===== config.mk =====
export PLATFORM = sky130hd
export DESIGN_NAME = mealy_stream_ctrl
export DESIGN_NICKNAME = d
export VERILOG_FILES = /design/src/rtl/mealy_stream_ctrl_pkg.sv /design/src/rtl/mealy_stream_ctrl_101_core.sv /design/src/rtl/mealy_stream_ctrl.sv
export SDC_FILE = /design/constraint.sdc
export NUM_CORES = 1
export LEC_CHECK = 0
export CELL_PAD_IN_SITES_DETAIL_PLACEMENT = 1
export CELL_PAD_IN_SITES_GLOBAL_PLACEMENT = 2
export CORE_MARGIN = 10
export CORE_UTILIZATION = 33
export DETAILED_ROUTE_END_ITERATION = 10
export PLACE_DENSITY = 0.91
export SYNTH_ARGS = -nofsm -noshare
export SYNTH_HDL_FRONTEND = slang
export SYNTH_SLANG_ARGS = --single-unit
export TNS_END_PERCENT = 1

===== constraint.sdc =====
create_clock -name clk -period 2.4 [get_ports clk]
set_clock_uncertainty 0.05 [all_clocks]
set_input_delay 0.72 -clock clk [delete_from_list [all_inputs] [get_ports clk]]
set_output_delay 0.72 -clock clk [all_outputs]
set_load 0.01 [all_outputs]

===== src/rtl/mealy_stream_ctrl_pkg.sv =====
// Shared types and constants for the word-to-bit "101" detector controller.
// Detector encoding, controller states and the default widths live here.
package mealy_stream_ctrl_pkg;

   localparam int DEF_WORD_W = 8;
   localparam int DEF_CNT_W  = 4;

   typedef enum logic [1:0] {
      S0 = 2'b00,
      S1 = 2'b01,
      S2 = 2'b10
   } det_state_e;

   typedef enum logic [1:0] {
      IDLE   = 2'b00,
      SHIFT  = 2'b01,
      REPORT = 2'b10
   } ctrl_state_e;

   // Returns {y_next, z}; the unused 11 encoding falls back to S0.
   function automatic logic [2:0] det_step(
      input logic [1:0] y,
      input logic       w
   );
      logic [2:0] nxt;
      case (y)
         S0:      nxt = w ? {S1, 1'b0} : {S0, 1'b0};
         S1:      nxt = w ? {S1, 1'b0} : {S2, 1'b0};
         S2:      nxt = w ? {S1, 1'b1} : {S0, 1'b0};
         default: nxt = {S0, 1'b0};
      endcase
      return nxt;
   endfunction

endpackage


===== src/rtl/mealy_stream_ctrl_101_core.sv =====
// Bit-level Mealy datapath: flags overlapping "101" on w.
// z is combinational from the current state and w; y is registered.
module mealy_101_core
   import mealy_stream_ctrl_pkg::*;
(
   input  logic       clk,
   input  logic       reset,
   input  logic       en,
   input  logic       clr,
   input  logic       w,
   output logic [1:0] y,
   output logic       z
);

   logic [1:0] r_y;
   logic [2:0] w_step;

   always_comb begin
      w_step = det_step(r_y, w);
   end

   always_ff @(posedge clk) begin
      if (reset || clr) begin
         r_y <= S0;
      end else if (en) begin
         r_y <= w_step[2:1];
      end
   end

   assign y = r_y;
   assign z = w_step[0];

endmodule


===== src/rtl/mealy_stream_ctrl.sv =====
// Serialises words MSB first into the "101" detector and reports
// the per-word match count over a valid/ready result port.
module mealy_stream_ctrl
   import mealy_stream_ctrl_pkg::*;
#(
   parameter int WORD_W = DEF_WORD_W,
   parameter int CNT_W  = DEF_CNT_W
) (
   input  logic              clk,
   input  logic              reset,
   input  logic              in_valid,
   output logic              in_ready,
   input  logic [WORD_W-1:0] in_data,
   input  logic              in_cont,
   output logic              out_valid,
   input  logic              out_ready,
   output logic [CNT_W-1:0]  out_count,
   output logic              match_pulse,
   output logic              busy
);

   localparam int BC_W = $clog2(WORD_W);
   localparam logic [BC_W-1:0]  BITS_INIT = BC_W'(WORD_W - 1);
   localparam logic [CNT_W-1:0] CNT_MAX   = '1;

   ctrl_state_e       r_state;
   logic [WORD_W-1:0] r_shift;
   logic [BC_W-1:0]   r_bits;
   logic [CNT_W-1:0]  r_count;
   logic              r_in_ready;
   logic              r_out_valid;
   logic              r_busy;
   logic              r_match;

   logic       w_accept;
   logic       w_en;
   logic       w_clr;
   logic       w_bit;
   logic       w_z;
   logic [1:0] w_y;
   logic       w_unused_y;

   assign w_accept   = in_valid & r_in_ready;
   assign w_en       = (r_state == SHIFT);
   assign w_clr      = w_accept & ~in_cont;
   assign w_bit      = r_shift[WORD_W-1];
   assign w_unused_y = ^w_y;

   mealy_101_core u_core (
      .clk   (clk),
      .reset (reset),
      .en    (w_en),
      .clr   (w_clr),
      .w     (w_bit),
      .y     (w_y),
      .z     (w_z)
   );

   always_ff @(posedge clk) begin
      if (reset) begin
         r_state     <= IDLE;
         r_shift     <= '0;
         r_bits      <= '0;
         r_count     <= '0;
         r_in_ready  <= 1'b1;
         r_out_valid <= 1'b0;
         r_busy      <= 1'b0;
         r_match     <= 1'b0;
      end else begin
         r_match <= 1'b0;
         unique case (r_state)
            IDLE: begin
               if (w_accept) begin
                  r_shift    <= in_data;
                  r_bits     <= BITS_INIT;
                  r_count    <= '0;
                  r_in_ready <= 1'b0;
                  r_busy     <= 1'b1;
                  r_state    <= SHIFT;
               end
            end
            SHIFT: begin
               r_match <= w_z;
               if (w_z && (r_count != CNT_MAX)) begin
                  r_count <= r_count + CNT_W'(1);
               end
               r_shift <= {r_shift[WORD_W-2:0], 1'b0};
               // Last bit consumed on the edge where the counter reads 0.
               if (r_bits == '0) begin
                  r_out_valid <= 1'b1;
                  r_state     <= REPORT;
               end else begin
                  r_bits <= r_bits - BC_W'(1);
               end
            end
            REPORT: begin
               if (out_ready) begin
                  r_out_valid <= 1'b0;
                  r_busy      <= 1'b0;
                  r_in_ready  <= 1'b1;
                  r_state     <= IDLE;
               end
            end
            default: begin
               r_out_valid <= 1'b0;
               r_busy      <= 1'b0;
               r_in_ready  <= 1'b1;
               r_state     <= IDLE;
            end
         endcase
      end
   end

   assign in_ready    = r_in_ready;
   assign out_valid   = r_out_valid;
   assign out_count   = r_count;
   assign match_pulse = r_match;
   assign busy        = r_busy;

endmodule

==> flow_summary.json <==
{
  "grt_use_met3_pct": 1.84,
  "numPortBuffers": 20,
  "cts_resized": 0,
  "rows": 20,
  "cts-buffers-inserted": 3,
  "gp_routability_congestion": 0.783,
  "cp-start-kind": "register",
  "max_stage_delay_ns": 0.58,
  "synth.area.mux_share_pct": 8.41,
  "cts_tree": "yes",
  "slew_violations": 0,
  "syn_nets": 131,
  "grt.total_usage_pct": 8.79,
  "drv_cap": 0,
  "max_slew.worst_pin.slew_ns": 0.455,
  "synth_xor_area_share_pct": 0,
  "hp-class": "register to register",
  "ys_warn_count": 0,
  "area_delta_synth_final_pct": 24.9,
  "wl_per_cell_um": 15.0,
  "totalWireLength_um": 2700,
  "die_w_um": 77.8,
  "ir_drop_uv": 273,
  "gr-max-usage-layer": "met2",
  "grt_pass1_vias": 1009,
  "p_leak_nw": 0.573,
  "period_share_pct": 88.4,
  "synth_compound_area_share_pct": 21.0,
  "synth.top_cells.by_area": "dfxtp_1 42%, a21oi_1 6.4%, mux2i_1 6.4%, a311oi_1 5.6%, ha_1 3.4%",
  "die_area_sq_um": 6050,
  "ctsHoldBuffers": 0,
  "synth.distinct_cells": 36,
  "ys_seq_area_share_pct": 41.8,
  "end_kind": "output pin",
  "syn-instance-count": 115,
  "avgViaCountPerCell": 5.19,
  "clock-sinks": 23,
  "io_pins": 21,
  "period_needed_ns": 2.12,
  "max_slew_margin_pct": 69.6,
  "slowest_stage": "clkdlybuf4s50_1",
  "core_area_sq_um": 3130,
  "synth_top_area_share_pct": 41.8,
  "fin_total_pwr_mw": 0.832,
  "worstSetupPathType": "register to output pin",
  "path_buf_inv": 1,
  "drive_gt1_share_pct": 11.0,
  "antenna_left": 0,
  "post_cts.repair.setup_buffers": 0,
  "synthSimpleGateAreaFrac_pct": 18.9,
  "overflow": 0,
  "avgSynthCellArea_sq_um": 9.57,
  "synth_top_family_by_area": "compound AO/OA/AOI/OAI gates",
  "ys.flop_type": "dfxtp_1",
  "synthArstFlopShare_pct": 0,
  "status": "finished clean",
  "clk_pin_slew_ns": 0.13,
  "synth.most_common_cell": "dfxtp_1",
  "grt_util_met2_pct": 15.3,
  "max_freq_mhz": 471,
  "synth_area_sq_um": 1100,
  "diodes": 0,
  "use_met1_pct": 10.8,
  "nets": 153,
  "setup_viol": 0,
  "drc": 0,
  "num_vias": 934,
  "cts.root.buffer_cell": "clkbuf_4",
  "path_max_fanout": 6,
  "p_per_area_nw_per_um2": 605,
  "dr.pass1.iters": 4,
  "path_cells": "clkdlybuf4s50_1",
  "clockBufferDepth": 2,
  "ys_top_cells_by_count": "23 x dfxtp_1, 14 x a21oi_1",
  "crit_arrival_ns": 1.35,
  "crit_family": "buffers and inverters",
  "die-height_um": 77.8,
  "initial_utilization_pct": 35.2,
  "clk_latency_ns": 0.31,
  "rsz0062_at_grt": "no",
  "antenna_found_initial": 0,
  "finalSetupTns_ns": 0,
  "crit_required_ns": 1.63,
  "synth_seq_cells": 23,
  "grt_pass1_wl_um": 4530,
  "htreeDepth": 1,
  "yosysTopAreaCell": "dfxtp_1",
  "yosys.area_share.adder_pct": 3.41,
  "hold_violations": 0,
  "synth_edf_count": 0,
  "place_hpwl_um": 2020,
  "drt_iter0_drc": 40,
  "grt_max_degree": 16
}
==> worst min-delay path, delay by kind of cell, from the launching register on <==
family          cells  cell delay, ns
compound gates      1            0.05
simple gates        1            0.05
flops               1            0.33
==> worst paths after layout <==
path         slack, ns            to       start  cells after the start
max               0.28      in_ready    in_ready                      1
min               0.42     out_valid   out_valid                      2
max reg2reg       0.75  out_count[1]  r_state[0]                      3
min reg2reg       0.42     out_valid   out_valid                      2
==> power breakdown <==
group | switching (mW) | internal (mW) | total (mW)
logic | 0.0991 | 0.100 | 0.199
clock network | 0.115 | 0.0648 | 0.179
registers | 0.0326 | 0.421 | 0.454
total | 0.246 | 0.586 | 0.832
==> flip-flops by register name, summed over array words and instances (netlist names) <==
name         cells
u_core.y         2
r_state          2
r_shift          8
out_valid        1
in_ready         1
r_bits           3
busy             1
match_pulse      1
out_count        4
==> final cells by class <==
class,count,area [sq um]
fillers,368,1750
multi-input cells,77,569
flip-flops and latches,23,460
repair buffers,25,238
well taps,44,55.1
clock buffers,4,26.3
inverters,7,26.3
==> layout by cell type, fill, tap and decap left out <==
cell type | Yosys | layout
dfxtp_1 | 23 | 23
clkdlybuf4s50_1 | 0 | 20
a21oi_1 | 14 | 14
inv_1 | 7 | 7
mux2i_1 | 7 | 7
a311oi_1 | 7 | 7
nand2_1 | 7 | 7
nor2_1 | 5 | 5
buf_4 | 1 | 5
nor3_1 | 4 | 4
nor3b_1 | 3 | 3
ha_1 | 3 | 3
clkbuf_4 | 0 | 3
o21ai_0 | 2 | 2
a221oi_1 | 2 | 2
nand3_1 | 2 | 2
or4_1 | 2 | 2
o211a_1 | 2 | 2
mux2_2 | 2 | 2
a21o_1 | 1 | 1
nand2b_4 | 1 | 1
nor4bb_1 | 1 | 1
nor3b_2 | 1 | 1
a211oi_1 | 1 | 1
nor2b_1 | 1 | 1
or3_1 | 1 | 1
nand4b_4 | 1 | 1
nand2b_1 | 1 | 1
a22oi_1 | 1 | 1
or2_2 | 1 | 1
or4b_1 | 1 | 1
o21bai_1 | 1 | 1
o31ai_1 | 1 | 1
a311oi_2 | 1 | 1
clkbuf_1 | 2 | 1
==> through the flow <==
step                instance area, sq um  std cells  utilization, %  setup slack (ns)  hold slack [ns]
floorplan                           1100        115               -             0.816            0.393
global placement                    1350        176            43.1             0.180            0.400
detailed placement                  1350        176            43.1             0.102            0.407
CTS                                 1380        180            44.0             0.255            0.429
global route                        1380        180            44.0             0.215            0.459
finish                              1380        180            44.0             0.279            0.423
==> metal layers <==
metal / vias up / part of all wire [%] / routed length [um]
met5: - / 0 / 0
met4: 0 / 0 / 0
met3: 0 / 3.4 / 92
met2: 17 / 49 / 1330
met1: 450 / 47 / 1280
li1: 467 / - / -
==> logic make-up after synthesis <==
group,Yosys count
AO/OA/AOI/OAI,33
adder cells (fa/ha/maj),3
buffers and inverters,15
flip-flops,23
multiplexers,9
AND/OR/NAND/NOR,32
No activity file was read; power rests on OpenSTA's default activity.
